==> src/rtl/rv32im_lsu_ostd.sv <==
// rv32im_lsu_ostd: RV32IM load/store unit with an in-order queue of outstanding DMEM requests.
// Misaligned requests and DMEM responses are answered combinationally; a DMEM error blocks new requests until the queue drains.
module rv32im_lsu_ostd #(
    parameter int ADDR_W = 32,
    parameter int DATA_W = 32,
    parameter int OST_DEPTH = 2,
    localparam int LSU_OPCODE_SIZE = 4
) (
    input  logic                       clk,
    input  logic                       rst,
    input  logic                       exu2lsu_req_i,
    input  logic [LSU_OPCODE_SIZE-1:0] exu2lsu_cmd_i,
    input  logic [ADDR_W-1:0]          exu2lsu_addr_i,
    input  logic [DATA_W-1:0]          exu2lsu_sdata_i,
    output logic                       lsu2exu_req_ack_o,
    output logic                       lsu2exu_ready_o,
    output logic [DATA_W-1:0]          lsu2exu_ldata_o,
    output logic                       lsu2exu_exception_o,
    output logic [3:0]                 lsu2exu_exception_code_o,
    output logic                       lsu2dmem_req_o,
    output logic                       lsu2dmem_cmd_o,
    output logic [2:0]                 lsu2dmem_width_o,
    output logic [ADDR_W-1:0]          lsu2dmem_addr_o,
    output logic [DATA_W-1:0]          lsu2dmem_wdata_o,
    output logic [DATA_W/8-1:0]        lsu2dmem_be_o,
    input  logic                       dmem2lsu_req_ack_i,
    input  logic [DATA_W-1:0]          dmem2lsu_rdata_i,
    input  logic [1:0]                 dmem2lsu_resp_i
);
    localparam logic [3:0] LSU_CMD_LB = 4'd1, LSU_CMD_LH = 4'd2, LSU_CMD_LW = 4'd3, LSU_CMD_LBU = 4'd4,
                           LSU_CMD_LHU = 4'd5, LSU_CMD_SB = 4'd6, LSU_CMD_SH = 4'd7, LSU_CMD_SW = 4'd8;
    localparam logic MEM_CMD_RD = 1'b0, MEM_CMD_WR = 1'b1;
    localparam logic [2:0] MEM_WIDTH_BYTE = 3'd0, MEM_WIDTH_HWORD = 3'd1, MEM_WIDTH_WORD = 3'd2;
    localparam logic [1:0] MEM_RESP_RDY_OK = 2'd1, MEM_RESP_RDY_ER = 2'd2;
    localparam int PW = OST_DEPTH > 1 ? $clog2(OST_DEPTH) : 1;
    localparam int CW = $clog2(OST_DEPTH) + 1;

    if (DATA_W != 32) begin : g_bad_width
        $error("rv32im_lsu_ostd supports DATA_W = 32 only");
    end

    logic [3:0]      q_cmd [OST_DEPTH];
    logic [1:0]      q_off [OST_DEPTH];
    logic [PW-1:0]   wr_ptr, rd_ptr;
    logic [CW-1:0]   cnt;
    logic            flush_pending, stray_resp_err;
    logic            req_v, is_load, is_store, is_byte, is_half, is_word, misaligned;
    logic            q_full, q_empty, resp_any, resp_er, resp_pop, push, mis_rpt, head_load;
    logic [3:0]      head_cmd;
    logic [1:0]      head_off;
    logic [DATA_W-1:0] rsh, ld_ext;

    assign req_v      = rst & exu2lsu_req_i;
    assign is_load    = exu2lsu_cmd_i inside {LSU_CMD_LB, LSU_CMD_LH, LSU_CMD_LW, LSU_CMD_LBU, LSU_CMD_LHU};
    assign is_store   = exu2lsu_cmd_i inside {LSU_CMD_SB, LSU_CMD_SH, LSU_CMD_SW};
    assign is_byte    = exu2lsu_cmd_i inside {LSU_CMD_LB, LSU_CMD_LBU, LSU_CMD_SB};
    assign is_half    = exu2lsu_cmd_i inside {LSU_CMD_LH, LSU_CMD_LHU, LSU_CMD_SH};
    assign is_word    = exu2lsu_cmd_i inside {LSU_CMD_LW, LSU_CMD_SW};
    assign misaligned = req_v & ((is_word & |exu2lsu_addr_i[1:0]) | (is_half & exu2lsu_addr_i[0]));
    assign q_full     = cnt == CW'(OST_DEPTH);
    assign q_empty    = cnt == '0;
    assign resp_er    = dmem2lsu_resp_i == MEM_RESP_RDY_ER;
    assign resp_any   = rst & (resp_er | dmem2lsu_resp_i == MEM_RESP_RDY_OK);
    assign resp_pop   = resp_any & ~q_empty;
    // a response owns the EXU return path; a misaligned request waits for a quiet cycle
    assign mis_rpt    = misaligned & ~resp_any;

    assign lsu2dmem_req_o    = req_v & (is_load | is_store) & ~misaligned & ~q_full & ~flush_pending;
    assign push              = lsu2dmem_req_o & dmem2lsu_req_ack_i;
    assign lsu2exu_req_ack_o = push;
    assign lsu2dmem_cmd_o    = lsu2dmem_req_o & is_store ? MEM_CMD_WR : MEM_CMD_RD;
    assign lsu2dmem_width_o  = ~lsu2dmem_req_o ? MEM_WIDTH_BYTE : is_byte ? MEM_WIDTH_BYTE :
                               is_half ? MEM_WIDTH_HWORD : MEM_WIDTH_WORD;
    assign lsu2dmem_addr_o   = rst ? exu2lsu_addr_i : '0;
    assign lsu2dmem_wdata_o  = ~(lsu2dmem_req_o & is_store) ? '0 : is_byte ? {4{exu2lsu_sdata_i[7:0]}} :
                               is_half ? {2{exu2lsu_sdata_i[15:0]}} : exu2lsu_sdata_i;
    assign lsu2dmem_be_o     = ~(lsu2dmem_req_o & is_store) ? 4'b0000 : is_byte ? 4'b0001 << exu2lsu_addr_i[1:0] :
                               is_half ? 4'b0011 << exu2lsu_addr_i[1:0] : 4'b1111;

    assign head_cmd  = q_cmd[rd_ptr];
    assign head_off  = q_off[rd_ptr];
    assign head_load = head_cmd inside {LSU_CMD_LB, LSU_CMD_LH, LSU_CMD_LW, LSU_CMD_LBU, LSU_CMD_LHU};
    assign rsh       = dmem2lsu_rdata_i >> {head_off, 3'b000};
    assign ld_ext    = head_cmd == LSU_CMD_LB  ? {{24{rsh[7]}}, rsh[7:0]} :
                       head_cmd == LSU_CMD_LH  ? {{16{rsh[15]}}, rsh[15:0]} :
                       head_cmd == LSU_CMD_LBU ? {24'h0, rsh[7:0]} :
                       head_cmd == LSU_CMD_LHU ? {16'h0, rsh[15:0]} :
                       head_cmd == LSU_CMD_LW  ? rsh : '0;

    assign lsu2exu_ready_o          = resp_pop | mis_rpt;
    assign lsu2exu_ldata_o          = resp_pop ? ld_ext : '0;
    assign lsu2exu_exception_o      = resp_pop ? resp_er : mis_rpt;
    assign lsu2exu_exception_code_o = resp_pop ? (resp_er ? (head_load ? 4'd5 : 4'd7) : 4'd0) :
                                      mis_rpt ? (is_load ? 4'd4 : 4'd6) : 4'd0;

    always_ff @(posedge clk) begin
        if (push) begin
            q_cmd[wr_ptr] <= exu2lsu_cmd_i;
            q_off[wr_ptr] <= exu2lsu_addr_i[1:0];
        end
    end

    always_ff @(posedge clk or negedge rst) begin
        if (!rst) begin
            wr_ptr         <= '0;
            rd_ptr         <= '0;
            cnt            <= '0;
            flush_pending  <= 1'b0;
            stray_resp_err <= 1'b0;
        end else begin
            if (push)
                wr_ptr <= wr_ptr == PW'(OST_DEPTH - 1) ? '0 : wr_ptr + PW'(1);
            if (resp_pop)
                rd_ptr <= rd_ptr == PW'(OST_DEPTH - 1) ? '0 : rd_ptr + PW'(1);
            cnt <= cnt + CW'(push) - CW'(resp_pop);
            if (resp_pop & resp_er)
                flush_pending <= 1'b1;
            else if (q_empty)
                flush_pending <= 1'b0;
            if (resp_any & q_empty)
                stray_resp_err <= 1'b1;
        end
    end
endmodule

==> config.mk <==
export PLATFORM = sky130hd
export DESIGN_NAME = rv32im_lsu_ostd
export DESIGN_NICKNAME = d
export VERILOG_FILES = /design/src/rtl/rv32im_lsu_ostd.sv
export SDC_FILE = /design/constraint.sdc
export NUM_CORES = 1
export LEC_CHECK = 0
export ABC_AREA = 1
export CAP_MARGIN = 20
export CORE_MARGIN = 2
export CORE_UTILIZATION = 36
export DETAILED_ROUTE_END_ITERATION = 16
export PLACE_DENSITY = 0.84
export SYNTH_ARGS = -nofsm -noshare
export SYNTH_HDL_FRONTEND = slang
export SYNTH_SLANG_ARGS = --single-unit
==> constraint.sdc <==
create_clock -name clk -period 2.4 [get_ports clk]
set_input_delay 0.48 -clock clk [delete_from_list [all_inputs] [get_ports clk]]
set_output_delay 0.48 -clock clk [all_outputs]
set_load 0.02 [all_outputs]
# [Word-level counts from Yosys, hierarchy flattened]
# Memory sizes are Yosys's and may differ from the RTL's.
# Index checks and enable logic that the tools add are counted.
[op_classes] add_sub_neg=4 mul=0 div=0 order_cmp=0 eq_ne=16 n_shift=3 n_mux=29 bitwise=23 n_reduce_logical=9
[ops] cell="$mux W32" count=10
[ops] cell="$shr A32 B5 Y32" count=1
[ops] cell="$eq A4 B3 Y1 const B" count=6
[ops] cell="$eq A4 B2 Y1 const B" count=4
[ops] cell="$and A1 B1 Y1" count=14
[ops] cell="$mux W4" count=3
[ops] cell="$mux W2" count=5
[ops] cell="$reduce_bool A5 Y1" count=2
[ops] cell="$mux W3" count=3
[ops] cell="$reduce_bool A3 Y1" count=3
[ops] cell="$eq A4 B1 Y1 const B" count=2
[ops] cell="$mux W1" count=8
[ops] cell="$not A1 Y1" count=5
[ops] cell="$eq A2 B2 Y1 const B" count=2
[ops] cell="$eq A4 B4 Y1 const B" count=1
[ops] cell="$or A1 B1 Y1" count=4
[ops] cell="$reduce_bool A2 Y1" count=2
[ops] cell="$shl A1 B2 Y4 const A" count=1
[ops] cell="$shl A2 B2 Y4 const A" count=1
[ops] cell="$add A1 B1 Y1 const B" count=2
[ops] cell="$add A2 B1 Y2" count=1
[ops] cell="$eq A2 B1 Y1 const B" count=1
[ops] cell="$logic_not A2 Y1" count=1
[ops] cell="$reduce_or A2 Y1" count=1
[ops] cell="$sub A2 B1 Y2" count=1
[word_totals] reg_bits=5 latch_bits=0 ram_bits=12 rom_bits=0 in_bits=106 out_inout_bits=112 word_cells=90 memories=2
[mem_list] name="q_cmd" depth=2 word_bits=4 read_ports=1 rd_clocked_by_memory_dff=0 wr=1 line_no="42" text="logic [3:0] q_cmd [OST_DEPTH];"
[mem_list] name="q_off" depth=2 word_bits=2 read_ports=1 rd_clocked_by_memory_dff=0 wr=1 line_no="43" text="logic [1:0] q_off [OST_DEPTH];"

# [Depth between registers and ports, before layout]
[logic_depth] ltp_word=12 mapped_depth=12 ltp_nobuf=11

# [Least setup slack after synthesis]
# No wires, ideal clock.
[synth_path] path_type="input to output" startpoint="input port exu2lsu_cmd_i[2]" endpoint="output port lsu2dmem_be_o[0]" arrival_time_ns=1.755 t_required_ns=1.920 setup_slack_ns=0.165 cell_stages=8 path_buffers=1 path_cell_list="nor2_1 nand2_1 nand2_1 nor2_1 nor2_1 nand3_2 buf_4 a21oi_1"
[synth_via] elab_chain_cells=11 word_cells_on_any_way=27
[synth_lines] item="start: declaration" line_no="12" text="input logic [LSU_OPCODE_SIZE-1:0] exu2lsu_cmd_i,"
[synth_lines] item="$eq A4 B2 Y1 (tied with other cells)" line_no="54, 57"
[synth_lines] item="$reduce_bool A3 Y1 / $reduce_bool A2 Y1 (equally long branches)" line_no="57, 58"
[synth_lines] item="$and A1 B1 Y1" line_no="59" text="assign misaligned = req_v & ((is_word & |exu2lsu_addr_i[1:0]) | (is_half & exu2lsu_addr_i[0]));"
[synth_lines] item="$or A1 B1 Y1" line_no="59"
[synth_lines] item="$and A1 B1 Y1" line_no="59"
[synth_lines] item="$not A1 Y1" line_no="68" text="assign lsu2dmem_req_o = req_v & (is_load | is_store) & ~misaligned & ~q_full & ~flush_pending;"
[synth_lines] item="$and A1 B1 Y1 (3 in a row)" line_no="68"
[synth_lines] item="$and A1 B1 Y1" line_no="77" text="assign lsu2dmem_be_o = ~(lsu2dmem_req_o & is_store) ? 4'b0000 : is_byte ? 4'b0001 << exu2lsu_addr_i[1:0] :"
[synth_lines] item="$mux W4 (*)" line_no="77"
[synth_lines] item="end: declaration" line_no="25" text="output logic [DATA_W/8-1:0] lsu2dmem_be_o,"
# Mark *: on every way between the ends. The rest lies on a longest branch, timed or not.

# [Worst setup path in the final report]
[layout_path] startpoint="register rd_ptr" endpoint="output port lsu2exu_ldata_o[9]"
[layout_via] elab_chain_cells=8 word_cells_on_any_way=14
[layout_lines] item="start: declaration" line_no="44" text="logic [PW-1:0] wr_ptr, rd_ptr;"
[layout_lines] item="start signal: assignment" line_no="114" text="rd_ptr <= rd_ptr == PW'(OST_DEPTH - 1) ? '0 : rd_ptr + PW'(1);"
[layout_lines] item="$mem_v2 Z2 W2 / $mem_v2 Z2 W4 (equally long branches)"
[layout_lines] item="$shr A32 B5 Y32 / $eq A4 B2 Y1 (equally long branches)" line_no="83, 88"
[layout_lines] item="$mux W32" line_no="88" text="head_cmd == LSU_CMD_LW ? rsh : '0;"
[layout_lines] item="$mux W32" line_no="87" text="head_cmd == LSU_CMD_LHU ? {16'h0, rsh[15:0]} :"
[layout_lines] item="$mux W32" line_no="86" text="head_cmd == LSU_CMD_LBU ? {24'h0, rsh[7:0]} :"
[layout_lines] item="$mux W32" line_no="85" text="head_cmd == LSU_CMD_LH ? {{16{rsh[15]}}, rsh[15:0]} :"
[layout_lines] item="$mux W32 (*)" line_no="84" text="assign ld_ext = head_cmd == LSU_CMD_LB ? {{24{rsh[7]}}, rsh[7:0]} :"
[layout_lines] item="$mux W32 (*)" line_no="91" text="assign lsu2exu_ldata_o = resp_pop ? ld_ext : '0;"
[layout_lines] item="end: declaration" line_no="17" text="output logic [DATA_W-1:0] lsu2exu_ldata_o,"
# Marks and branches as above.

==> results by group <==
Cells and area
  • Fill cells: 529
  • FF/Latch Area: 487 um^2
  • Cell Count, Final, Fillers Out: 971
  • Nets: 979
  • Most frequent cells in the layout: 203 x nand2_1, 127 x clkdlybuf4s50_1, 125 x buf_4
  • Share of cells above drive strength 1: 0.384
  • Area of the multi-input gates: 2450 um^2
  • Commonest non-fill, non-tap cell in the layout: nand2_1
  • Area grow syn2layout: 120%

Clock tree
  • Clock sinks: 17
  • Clock-pin slew on the worst setup and hold paths: 60 ps
  • # hold bufs at CTS: 0
  • CTS tree: yes
  • Worst-case clock buffer depth: 2
  • Cts bufs inserted: 3
  • Root buf cell: clkbuf_8
  • H-tree depth: 1
  • Skew-Pair Late Insertion Delay: 240 ps

Route
  • WL/cell: 15.2 um
  • Residual DRC count: 0
  • Drt pass-1 iters: 5
  • Routed via count: 4898
  • Drt total wl: 14.8 mm
  • ANT nets after route: 0
  • Initial DRC count: 208
  • Via-to-Cell Ratio: 5.04

Yosys
  • Distinct cells, synth: 33
  • Post-synth EDFFs: 12
  • Flops & latches, synth: 17
  • Warnings from Yosys: 0
  • Post-synthesis average cell area: 5.33 um^2
  • Register area share after synthesis: 0.163
  • Synth async-reset ratio: 0.294
  • Top_reg_cell synth: edfxtp_1
  • Synthesized area: 2980 um^2
  • Post-synthesis cell count: 559

Place
  • DP Wirelength: 10.5 mm
  • Placed Cells: 936
  • Placer Congestion: 0.958
  • PortBufs: 215
  • Place WS: -771 ps

Run status
  • Status: finished with violations
  • Failing checks: setup timing

Critical path
  • CP max FO: 7
  • Crit Path Class: reg2out
  • CP required: 1920 ps
  • Crit. End Element: output port
  • Critical Path Source Type: register
  • Critical Path AT: 2050 ps

Floorplan
  • Die area: 9030 um^2
  • Initial Util: 0.367
  • Core ar.: 8130 um^2
  • Die height: 95.0 um
  • DIE WIDTH: 95.0 um
  • Num rows: 33
  • # IOs: 218

Job
  • Max-Cap Viols: 0

Global routing
  • Initial antenna violation count: 1
  • First-pass GRT wire length: 21.9 mm
  • Grt ovf: 0
  • Tot GR Track Use: 0.305
  • Largest net degree at the start of global routing: 33
  • Vias in the first global route: 4880

Timing
  • Hold Worst Slack: 431 ps
  • RSZ-0062 raised after global routing: yes
  • Finish-stage setup viols: 36
  • FMAX: 395 MHz
  • Setup TNS: -2200 ps
  • Crit path time final: 2530 ps
  • Worst clock skew: 1.71 ps
  • Final Worst Setup Slack: -133 ps
  • Period utilisation layout: 1.06
  • Hold Vio Cnt, Final: 0
  • Slew Limit Fails: 0

Power
  • PwrDens: 544 nW/um^2
  • Max VDD drop: 0.000249 V
  • Static Leak: 3.52 nW

Min path
  • Tightest Hold Check Type: in2async
flip-flops by register name, summed over array words and instances (netlist names):
signal / count
q_cmd: 8
q_off: 4
cnt: 2
flush_pending: 1
rd_ptr: 1
wr_ptr: 1
report_power, final:
part / switching (W) / total, W / leakage, nW / internal, W
Clock: 0.0000894 / 0.000207 / 0.0228 / 0.000117
Sequential: 0.0000383 / 0.000404 / 0.168 / 0.000366
Combinational: 0.00155 / 0.00296 / 3.33 / 0.00141
Total: 0.00168 / 0.00357 / 3.52 / 0.00189
final cells by class:
type / count / share of cell area
Multi-Input combinational cell: 428 / 0.374
Tap cell: 105 / 0.0200
Clock buffer: 4 / 0.00687
Sequential cell: 17 / 0.0742
Inverter: 88 / 0.0525
Antenna cell: 1 / 0.000382
Timing Repair Buffer: 328 / 0.472
critical path, cell delays in order, from the launching register on:
cell	delay (ps)
dfrtp_2	450
inv_2	100
buf_6	110
nand2_1	60
nand2_2	80
buf_6	120
nand2_4	70
nor2_4	160
nand2_2	80
nand2_4	150
buf_6	160
inv_8	50
nand2_2	60
inv_2	40
buf_6	120
layer usage:
| metal | GRT usage | share of wire | wire length (um) |
|---|---|---|---|
| met4 | 0.159 | 0.060 | 890 |
| met2 | 0.590 | 0.53 | 7780 |
| met5 | 0 | 0 | 0 |
| met3 | 0.0607 | 0.082 | 1210 |
| met1 | 0.304 | 0.33 | 4900 |
path summary, 6_finish.rpt:
path                                         start                     to  slack (ps)  depth (start not counted)
worst max-delay path            rd_ptr$_DFFE_PN0P_     lsu2exu_ldata_o[9]        -130                         14
worst min-delay path                           rst       cnt[1]$_DFF_PN0_         430                          3
worst max register to register    cnt[1]$_DFF_PN0_  q_cmd[1][3]$_DFFE_PP_         570                          9
worst min register to register  wr_ptr$_DFFE_PN0N_     wr_ptr$_DFFE_PN0N_         500                          2
max in group asynchronous                      rst     rd_ptr$_DFFE_PN0P_        1850                          3
min in group clk                wr_ptr$_DFFE_PN0N_     wr_ptr$_DFFE_PN0N_         500                          2
repair_timing:
action                                  4_1_cts  5_1_grt
endpoints found under the hold margin         0        0
buffers inserted                             17        5
resized for setup                           496       83
endpoints found under the setup margin      110       75
cloned                                        6        3
pin swaps                                    32       28
metrics by stage:
stage	util	total power [W]	cell area, um^2
final	0.806	0.00357	6560
after global routing	0.806	0.00382	6560
after CTS	0.772	0.00331	6280
after detailed placement	0.709	0.00268	5760
after global placement	0.709	0.00263	5760
after floorplan	-	0.00163	2990
cell families (layout without fill, tap and decap cells):
logic type | Yosys count | after routing | synth area share
simple gates | 342 | 342 | 0.480
buf+inv | 115 | 420 | 0.175
compound gates | 74 | 74 | 0.143
flops | 17 | 17 | 0.163
fa+ha+maj | 7 | 7 | 0.0294
xor+xnor | 3 | 3 | 0.00881
other cells | 1 | 3 | 0.00126
cell usage after synthesis (3+ instances only):
| master | instances | share of area |
|---|---|---|
| a21oi_1 | 37 | 0.062 |
| a21oi_2 | 5 | 0.015 |
| buf_2 | 6 | 0.010 |
| buf_4 | 8 | 0.020 |
| buf_6 | 7 | 0.026 |
| clkbuf_1 | 6 | 0.0076 |
| dfrtp_1 | 5 | 0.042 |
| edfxtp_1 | 12 | 0.12 |
| ha_1 | 7 | 0.029 |
| inv_1 | 83 | 0.10 |
| inv_2 | 4 | 0.0050 |
| nand2_1 | 234 | 0.29 |
| nand2_2 | 9 | 0.019 |
| nand2_4 | 5 | 0.019 |
| nand3_1 | 34 | 0.057 |
| nor2_1 | 49 | 0.062 |
| nor2_2 | 5 | 0.010 |
| o211ai_1 | 6 | 0.015 |
| o21ai_0 | 19 | 0.032 |
| o22ai_1 | 3 | 0.0063 |
(Power assumes the default switching activity.)
